==> src/rtl/neighbor_admit_pkg.sv <==
// rtl/neighbor_admit_pkg.sv - packet type codes, admitter FSM states and node defaults
package neighbor_admit_pkg;

   localparam logic [2:0]  PKT_MEMREQ         = 3'd2;
   localparam logic [2:0]  PKT_DATA           = 3'd3;
   localparam logic [2:0]  PKT_SOS            = 3'd4;
   localparam logic [15:0] MY_NODE_ID_DEFAULT = 16'h000C;
   localparam int          IDX_W              = 5;

   typedef enum logic [1:0] {
      S_IDLE,
      S_SCAN,
      S_WRITE,
      S_HOLD
   } state_t;

   // Only these overheard packet kinds carry neighbour information worth recording.
   function automatic logic type_admissible(input logic [2:0] t);
      return (t == PKT_MEMREQ) || (t == PKT_DATA) || (t == PKT_SOS);
   endfunction

endpackage

==> src/rtl/neighbor_admit.sv <==
// rtl/neighbor_admit.sv - filters overheard packets and inserts/updates senders in the neighbour table
module neighbor_admit
   import neighbor_admit_pkg::*;
#(
   parameter int                    WORD_WIDTH    = 16,
   parameter int                    MAX_NEIGHBORS = 32,
   parameter logic [WORD_WIDTH-1:0] MY_NODE_ID    = WORD_WIDTH'(MY_NODE_ID_DEFAULT)
) (
   input  logic                  clk,
   input  logic                  nrst,
   input  logic                  HB_reset,
   input  logic                  pkt_valid,
   output logic                  pkt_ready,
   input  logic [2:0]            pkt_type,
   input  logic [WORD_WIDTH-1:0] pkt_srcID,
   input  logic [WORD_WIDTH-1:0] pkt_hops,
   input  logic [WORD_WIDTH-1:0] pkt_qvalue,
   input  logic [WORD_WIDTH-1:0] pkt_energy,
   input  logic [WORD_WIDTH-1:0] pkt_chosenCH,
   input  logic [WORD_WIDTH-1:0] pkt_CHhops,
   input  logic [WORD_WIDTH-1:0] my_chosenCH,
   input  logic [WORD_WIDTH-1:0] nt_rdID,
   output logic [IDX_W-1:0]      nt_index,
   output logic                  nt_wr_en,
   output logic [WORD_WIDTH-1:0] nt_nodeID,
   output logic [WORD_WIDTH-1:0] nt_hops,
   output logic [WORD_WIDTH-1:0] nt_qvalue,
   output logic [WORD_WIDTH-1:0] nt_energy,
   output logic [WORD_WIDTH-1:0] nt_CHhops,
   output logic [5:0]            neighbor_total,
   output logic                  table_full
);

   state_t                state_q, state_d;
   logic [IDX_W-1:0]      scan_q, scan_d;
   logic [IDX_W-1:0]      slot_q, slot_d;
   logic [5:0]            total_q, total_d;
   logic [WORD_WIDTH-1:0] src_q, hops_q, qvalue_q, energy_q, chhops_q;

   logic handshake;
   logic admit;
   logic last_scan;
   logic full;

   assign pkt_ready = (state_q == S_IDLE) && !HB_reset;
   assign handshake = pkt_valid && pkt_ready;
   assign admit     = type_admissible(pkt_type) && (pkt_chosenCH == my_chosenCH) &&
                      (pkt_srcID != MY_NODE_ID);
   assign last_scan = ({1'b0, scan_q} == (total_q - 6'd1));
   assign full      = (total_q == 6'(MAX_NEIGHBORS));

   // Next-state: heartbeat reset wins over everything; scan walks valid slots looking for the sender.
   always_comb begin
      state_d = state_q;
      scan_d  = scan_q;
      slot_d  = slot_q;
      total_d = total_q;
      if (HB_reset) begin
         state_d = S_IDLE;
         scan_d  = '0;
         slot_d  = '0;
         total_d = '0;
      end else begin
         case (state_q)
            S_IDLE: begin
               if (handshake && admit) begin
                  scan_d = '0;
                  if (total_q != 6'd0) begin
                     state_d = S_SCAN;
                  end else begin
                     slot_d  = '0;
                     total_d = 6'd1;
                     state_d = S_WRITE;
                  end
               end
            end
            S_SCAN: begin
               if (nt_rdID == src_q) begin
                  slot_d  = scan_q;
                  state_d = S_WRITE;
               end else if (last_scan) begin
                  if (full) begin
                     state_d = S_IDLE;
                  end else begin
                     slot_d  = total_q[IDX_W-1:0];
                     total_d = total_q + 6'd1;
                     state_d = S_WRITE;
                  end
               end else begin
                  scan_d = scan_q + 1'b1;
               end
            end
            S_WRITE: state_d = S_HOLD;
            S_HOLD:  state_d = S_IDLE;
            default: state_d = S_IDLE;
         endcase
      end
   end

   // Control state registers.
   always_ff @(posedge clk or negedge nrst) begin
      if (!nrst) begin
         state_q <= S_IDLE;
         scan_q  <= '0;
         slot_q  <= '0;
         total_q <= '0;
      end else begin
         state_q <= state_d;
         scan_q  <= scan_d;
         slot_q  <= slot_d;
         total_q <= total_d;
      end
   end

   // Capture the sender fields on every accepted packet; they stay put until the next accept.
   always_ff @(posedge clk or negedge nrst) begin
      if (!nrst) begin
         src_q    <= '0;
         hops_q   <= '0;
         qvalue_q <= '0;
         energy_q <= '0;
         chhops_q <= '0;
      end else if (handshake) begin
         src_q    <= pkt_srcID;
         hops_q   <= pkt_hops;
         qvalue_q <= pkt_qvalue;
         energy_q <= pkt_energy;
         chhops_q <= pkt_CHhops;
      end
   end

   // Table address: scan pointer while searching, chosen slot while writing and holding.
   always_comb begin
      nt_index = '0;
      case (state_q)
         S_SCAN:          nt_index = scan_q;
         S_WRITE, S_HOLD: nt_index = slot_q;
         default:         nt_index = '0;
      endcase
   end

   assign nt_wr_en       = (state_q == S_WRITE);
   assign nt_nodeID      = src_q;
   assign nt_hops        = hops_q;
   assign nt_qvalue      = qvalue_q;
   assign nt_energy      = energy_q;
   assign nt_CHhops      = chhops_q;
   assign neighbor_total = total_q;
   assign table_full     = full;

endmodule

==> config.mk <==
export PLATFORM = sky130hd
export DESIGN_NAME = neighbor_admit
export DESIGN_NICKNAME = d
export VERILOG_FILES = /design/src/rtl/neighbor_admit_pkg.sv /design/src/rtl/neighbor_admit.sv
export SDC_FILE = /design/constraint.sdc
export NUM_CORES = 1
export LEC_CHECK = 0
export ABC_AREA = 1
export CAP_MARGIN = 10
export CORE_UTILIZATION = 25
export CTS_CLUSTER_DIAMETER = 150
export DETAILED_ROUTE_END_ITERATION = 8
export SLEW_MARGIN = 15
export SYNTH_ARGS = -nofsm -noshare
export SYNTH_HDL_FRONTEND = slang
export SYNTH_SLANG_ARGS = --single-unit
==> constraint.sdc <==
create_clock -name clk -period 2.2 [get_ports clk]
set_input_delay 0.33 -clock clk [delete_from_list [all_inputs] [get_ports clk]]
set_output_delay 0.33 -clock clk [all_outputs]
set_load 0.02 [all_outputs]
# Word-level counts from Yosys, hierarchy flattened
# Index checks and enable logic that the tools add are counted.
# word_totals
register_bits	98
out_inout_bits	94
# classes
add_sub_neg	3
n_eq_ne	19
mux	27
n_reduce_logical	16
# op_table
cell	n
2-to-1 mux 5 bit	10
2-to-1 mux 6 bit	6
== test 16 bit	2
one-hot mux 5 bit (2 select lines)	3
!= test 16 x 4 -> 1 bit, second input constant	1
!= test 3 bit, second input constant	5
2-to-1 mux 2 bit	6
one-hot mux 6 bit (2 select lines)	1
!= test 4 bit, second input constant	2
one-hot mux 2 bit (4 select lines)	1
adder 6 x 1 -> 6 bit, second input constant	1
== test 3 x 2 -> 1 bit, second input constant	2
== test 5 x 6 -> 1 bit	1
== test 6 bit, second input constant	1
AND reduction 6 bit	1
nonzero test 6 bit	1
subtractor 6 x 1 -> 6 bit, second input constant	1
adder 5 x 1 -> 5 bit, second input constant	1
logical AND 1 bit	5
AND reduction 5 bit	1
== test 2 bit, second input constant	2
AND reduction 4 bit	1
== test 3 bit, second input constant	1
!= test 3 x 2 -> 1 bit, second input constant	1
7 further kinds	8

# Longest topological paths before layout
# Gate-level depths: netlist of run 1.
# depth
depth_word	9
ltp_mapped	16

# Worst setup path after synthesis of run 1
# Ideal clock, no wire load.
# synth_timing
kind	register -> register
from	register total_q[1] (netlist: neighbor_total[1])
to	register total_q[1] (netlist: neighbor_total[1])
arrival_time_ps	1886
slack_ps	195
stages_incl_launch_ff	12
synth_period_minus_slack_ps	2005
path_cell_list	dfrtp_1 > inv_1 > ha_1 > xnor2_1 > nor2_1 > nand2_1 > nor2_2 > nand2_2 > o21ai_4 > nand2_4 > nand2_1 > nand2_1
# synth_between
elab_chain_cells	6
# synth_rtl
element	line	text
from (decl)	neighbor_admit.sv:37	logic [5:0] total_q, total_d;
from (signal assigned)	neighbor_admit.sv:111	total_q <= total_d;
adder 6 x 1 -> 6 bit	neighbor_admit.sv:86	total_d = total_q + 6'd1;
2-to-1 mux 6 bit	neighbor_admit.sv:82	if (full) begin
2-to-1 mux 6 bit	neighbor_admit.sv:81	end else if (last_scan) begin
2-to-1 mux 6 bit	neighbor_admit.sv:78	if (nt_rdID == src_q) begin
one-hot mux 6 bit (2 select lines)	neighbor_admit.sv:64	case (state_q)
2-to-1 mux 6 bit	neighbor_admit.sv:58	if (HB_reset) begin
# Parallel ways exist; a longest one is shown, timed or not. The select of a mux whose other input is x is not followed.
# A chain may end at the register's enable or synchronous reset.

# Final worst setup path of run 1
# layout_timing
from	register state_q[0]
to	output nt_index[1]
# layout_between
elab_chain_cells	3
# layout_rtl
element	line	text
from (decl)	neighbor_admit.sv:34	state_t state_q, state_d;
from (signal assigned)	neighbor_admit.sv:108	state_q <= state_d;
== test 2 bit	neighbor_admit.sv:135	case (state_q)
OR reduction 2 bit	neighbor_admit.sv:135	
one-hot mux 5 bit (2 select lines) *	neighbor_admit.sv:135	
to (decl)	neighbor_admit.sv:23	output logic [IDX_W-1:0] nt_index,
# Every way passes the cells marked *; elsewhere a longest branch is shown, timed or not.

==> impl_results.md, run 1 <==
- Outcome: completed
- Final Util: 41.0%
- CP endpoint kind: primary output
- Area contributors post-synth: dfrtp_1 (48%), mux2_1 (11%), nand2_1 (11%)
- Initial antenna violation count: 0
- Final Hold Fails: 0
- Congestion Overflow GR: 0
- Startpoint type of the worst setup path: flip-flop
- Vias: 4431
- Syn nets: 690
- Initial cell density of the core: 25.9%
- Top-Level Pins: 229
- Design Power: 9.51 mW
- Final setup violation count: 0
- Synth-to-layout area growth: 58.5%
- Final Max Tran Viols: 0
- Area of the multi-input gates: 2290 µm²
- Part of the power in combinational logic: 51.0%
- Finished Layout Cells: 1067
- Routability cong.: 0.863
- Leakage: 3.74 nW
- Buffers added on ports: 228
- Post-synthesis async set-or-reset flop share: 100%
- Post-synth EDFFs: 0
- WL per Instance: 13.7 µm
- Min-delay src: nt_hops[1]
- Core area: 19800 µm²
- Reg2reg start: neighbor_total[1]
- Drt first pass iters: 4
- Most frequent cells after synthesis: nand2_1 (146), dfrtp_1 (98), inv_1 (61)
- Die area: 21100 µm²
- Yosys reg bits: 98
- Number of global-route vias before repair: 4470
- # Post-CTS Setup Buffers: 0
- Area post-placement: 7820 µm²
- DRT iter0 DRCs: 103
- CTS buffer count: 9
- TritonCTS clock tree: yes
- CP arrival: 1.74 ns
- Final clock skew: 0.0145 ns
- Worst EP required: 1.87 ns
- Top-count cell post-synth: nand2_1
- Synth Instances: 552
- Root Buffer: clkbuf_16
- Sink Count: 98
- Max Buffers Root-to-Sink: 2
- Fmax: 483 MHz
- Hold Path Class: reg2reg
- Share of layout cells above drive strength 1: 11.1%
- Relative slew slack: 71.2%
- Nets: 935
- Cell variety after synth: 31
- Worst setup startpoint: state_q[0]
- H-tree Lvls: 3
- Crit path kind: reg2out
- Switching share of power: 38.5%
- Gr usage total: 14.3%
- Post-DP HPWL: 11600 µm
- CTS clk-pin slew, worst paths: 0.07 ns
- Fin crit period: 2.07 ns
- Inst Count DP: 1050
- Antenna cell count: 0
- Post-Route WL: 14600 µm
- Switch Pwr: 3.66 mW
- Clock power share: 16.5%
- MaxCap Viol Count: 0
- Sequential fraction of the synthesis area: 47.9%
- Cell Rows: 51
- CP max FO: 8
- Latest clock arrival within the worst-skew pair: 0.35 ns
- Sequential Power Share: 32.5%
- Residual DRC: 0
- Cell taking the most area after synthesis: dfrtp_1
- Die height: 145 µm
- Unrepaired setup endpoints after global routing: false
- First-pass GRT wire length: 23800 µm
- Vias per cell: 4.15
- Synthesis warning total: 0
- Syn Area/Cell: 9.28 µm²
- Final period util: 94.1%
- Layout fillers: 1997
- Die span in x: 145 µm
- Pint: 5.85 mW
- Largest net degree at the start of global routing: 44
- Top-area cell type share of the netlist area: 47.9%
- Mapped Area: 5120 µm²
- Cell Pwr Density: 1170 nW/µm²
- Top_reg_cell synth: dfrtp_1
- Post-DRT Antenna Nets: 0
- Non-Filler Cell Area, Final: 8110 µm²
- Tightest Pin Transition: 0.432 ns
- Worst VDD drop: 787 µV
- Setup_tns: 0 ns
- Register area: 2450 µm²
## flip-flops by register name (all words and copies together) (netlist names)
name	cells
nt_nodeID	16
neighbor_total	6
nt_CHhops	16
nt_hops	16
scan_q	5
slot_q	5
state_q	2
nt_qvalue	16
nt_energy	16
## power by group through the flow
stage	combinational, mW	clock (mW)	sequential, mW
CTS	4.92	1.63	3.10
finish	4.85	1.57	3.09
floorplan	1.57	0	4.03
global placement	4.90	0	3.11
global route	5.21	1.70	3.21
detailed placement	4.90	0	3.12
## logic make-up after synthesis
family | share of synthesized area [%]
xor gates and xnor gates | 2.74
and+or+nand+nor | 20.7
adders and majority gates | 0.733
AOI/OAI and AO/OA | 3.54
buffers and inverters | 7.50
muxes | 16.9
DFF | 47.9
## area by class of cell
type	instances	share of cell area (%)
clock buffers	9	2.78
clock inverters	7	0.833
inverters	69	3.22
multi-input cells	371	28.2
flip-flops and latches	98	30.2
well taps	265	4.09
repair buffers	248	30.6
## final timing paths
| check | to | slack (ns) | cells after the start |
|---|---|---|---|
| worst min-delay path | nt_hops[1] | 0.49 | 1 |
| worst max-delay path | nt_index[1] | 0.13 | 5 |
| max in group asynchronous | nt_nodeID[14] | 1.08 | 3 |
| worst min register to register | nt_hops[1] | 0.49 | 1 |
| worst max register to register | neighbor_total[1] | 0.31 | 13 |
| min in group asynchronous | scan_q[3] | 0.53 | 2 |
## worst max-delay path: stages, from the launching register on
cell and delay [ns]:
dfrtp_1 0.45, inv_2 0.08, nor2_2 0.14, inv_2 0.11, o21ai_0 0.25, dlygate4sd2_1 0.37
## cells in the final DEF (no fill, tap or decap), types with 2 or more instances in the layout
cell type / count
a21oi_1: 12
buf_12: 5
buf_4: 15
clkbuf_16: 9
clkdlybuf4s50_1: 220
dfrtp_1: 98
dlygate4sd2_1: 7
ha_1: 3
inv_1: 61
inv_2: 7
inv_6: 3
mux2_1: 50
mux2_2: 24
mux2_4: 2
nand2_1: 146
nand2_2: 3
nand2_4: 3
nand3_1: 19
nand3_2: 2
nand3_4: 2
nand4_1: 2
nor2_1: 56
nor2_2: 3
nor2_4: 2
o21ai_0: 18
o21ai_1: 3
xnor2_1: 7
xor2_1: 9
## metal layers
| layer | global-route usage (%) | vias to the layer above | part of all wire, % |
|---|---|---|---|
| li1 | - | 2231 | - |
| met2 | 23.7 | 159 | 47 |
| met5 | 0 | - | 0 |
| met3 | 6.07 | 12 | 10 |
| met4 | 4.11 | 0 | 1.2 |
| met1 | 16.9 | 2029 | 42 |
## repair_timing
action,4_1_cts,5_1_grt
resized for setup,7,0
setup endpoints to repair,7,0
hold buffers,1,0
endpoints found under the hold margin,26,0
## per-stage QoR
| step | worst slack [ns] | hold WS, ns |
|---|---|---|
| 2_1_floorplan | 0.195 | 0.0344 |
| 3_3_place_gp | 0.0575 | 0.312 |
| 3_5_place_dp | 0.0373 | 0.307 |
| 4_1_cts | 0.116 | 0.496 |
| 5_1_grt | 0.0259 | 0.512 |
| 6_report | 0.130 | 0.488 |
(Power assumes the default switching activity.)
==> run 2: changes to the inputs <==
- RECOVER_POWER: unset -> 100
- SLEW_MARGIN: 15 -> 10
==> run 2 against run 1 <==
Maximum frequency fell by 1.4%; highest routed layer unchanged; sequential power fell by 1%; largest cell class is now flip-flops and latches; sequential cell count unchanged; design area down 1.0%; sequential share of layout area grew 0.31 points; count of clock-buffer cells in the layout unchanged; combinational power is 7.2% lower; via count up 0.50%.
==> impl_results.md, run 2 (synthesized netlist as in run 1, its figures left out) <==
- Top-Level Pins: 229
- CP endpoint kind: primary output
- Startpoint type of the worst setup path: flip-flop
- Inst Count DP: 1050
- Vias per cell: 4.17
- CTS buffer count: 9
- Cell Rows: 51
- Area post-placement: 7820 µm²
- Max Buffers Root-to-Sink: 2
- Core area: 19800 µm²
- Final Max Tran Viols: 0
- Crit path kind: reg2out
- Critical-path cell list: clkbuf_2 > clkdlybuf4s50_1
- Antenna cell count: 0
- Post-DRT Antenna Nets: 0
- Most used routing layer: met2
- Register area: 2450 µm²
- Final setup violation count: 0
- Vias: 4453
- Outcome: completed
- Hold_ws: 0.483 ns
- Finished Layout Cells: 1067
- CP arrival: 1.77 ns
- Sink Count: 98
- Worst EP required: 1.87 ns
- Final Hold Fails: 0
- Setup_tns: 0 ns
- Leakage: 3.75 nW
- Final WS setup: 0.0994 ns
- Congestion Overflow GR: 0
- Gr usage total: 14.3%
- Area of the multi-input gates: 2280 µm²
- Global routing usage on met3: 6.07%
- Unrepaired setup endpoints after global routing: false
- Setup slack, reg-to-reg: 0.23 ns
- Initial cell density of the core: 25.9%
- Fin crit period: 2.10 ns
- Layout fillers: 2014
- Most frequent cells in the layout: nand2_1 (147), clkdlybuf4s50_1 (134), dfrtp_1 (98)
- CP max stage cell: clkdlybuf4s50_1
- Drt first pass iters: 4
- Critical path's largest stage delay: 0.63 ns
- Nets: 935
- Tightest Pin Transition: 0.800 ns
- DRT iter0 DRCs: 113
- Residual DRC: 0
- Final clock skew: 0.0142 ns
- Fmax: 476 MHz
- Commonest non-fill, non-tap cell in the layout: nand2_1
- TritonCTS clock tree: yes
- Root Buffer: clkbuf_16
- Latest clock arrival within the worst-skew pair: 0.35 ns
- CTS clk-pin slew, worst paths: 0.07 ns
- Hold Path Class: reg2reg
- Routability cong.: 0.863
- Die area: 21100 µm²
- Post-Route WL: 14500 µm
- GRT met1 Usage: 16.9%
- Post-DP HPWL: 11600 µm
- Initial antenna violation count: 0
- Die height: 145 µm
- Number of global-route vias before repair: 4470
- Relative slew slack: 46.7%
- Setup WS pre-CTS: 0.0373 ns
- Die span in x: 145 µm
- Worst VDD drop: 744 µV
- Final period util: 95.5%
- WL per Instance: 13.6 µm
- MaxCap Viol Count: 0
- CP max FO: 5
- GRT met2 Usage: 23.7%
- First-pass GRT wire length: 23800 µm
- H-tree Lvls: 3
- Share of layout cells above drive strength 1: 10.5%
- Buffers added on ports: 228
- Largest net degree at the start of global routing: 44
- Synth-to-layout area growth: 56.9%
- Cell Pwr Density: 1140 nW/µm²
- # Post-CTS Setup Buffers: 0
- Non-Filler Cell Area, Final: 8030 µm²
[run 2: where the power goes]
group          switching [mW]  total [mW]  internal [mW]
registers               0.459        3.05           2.59
clock network           0.773        1.57          0.798
logic                    2.38        4.50           2.12
total                    3.61        9.12           5.51
[run 2: per-layer routing]
layer	vias up	part of all wire [%]
met3	12	9.7
met5	-	0
met1	2046	42
met2	157	47
li1	2238	-
met4	0	1.2
[run 2: timing repair]
item | CTS | global route
hold buffers | 1 | 0
resized for setup | 7 | 0
endpoints found under the hold margin | 26 | 0
setup endpoints to repair | 7 | 0
[run 2: path summary, 6_finish.rpt]
path	startpoint	to	cells after the start
max	neighbor_total[2]	neighbor_total[2]	2
min	nt_hops[1]	nt_hops[1]	1
max reg2reg	state_q[1]	nt_CHhops[7]	5
min reg2reg	nt_hops[1]	nt_hops[1]	1
max in group asynchronous	nrst	nt_nodeID[14]	3
min in group asynchronous	nrst	scan_q[3]	2
[run 2: final cells by class]
cell class	instances	share of cell area, %
clock buffers	9	2.80
well taps	265	4.13
flip-flops and latches	98	30.5
clock inverters	7	0.841
inverters	69	3.26
multi-input cells	371	28.4
repair buffers	248	30.1
[run 2: worst max-delay path, delay by kind of cell, from the launching register on]
family / cells / cell delay [ns]
buffers and inverters: 2 / 0.88
flip-flops: 1 / 0.55
[run 2: stage by stage]
| stage | total power, mW | util [%] |
|---|---|---|
| 4_1_cts | 9.66 | 41.0 |
| 3_5_place_dp | 8.03 | 39.5 |
| 6_report | 9.12 | 40.6 |
| 3_3_place_gp | 8.01 | 39.5 |
| 2_1_floorplan | 5.61 | - |
| 5_1_grt | 9.74 | 40.6 |
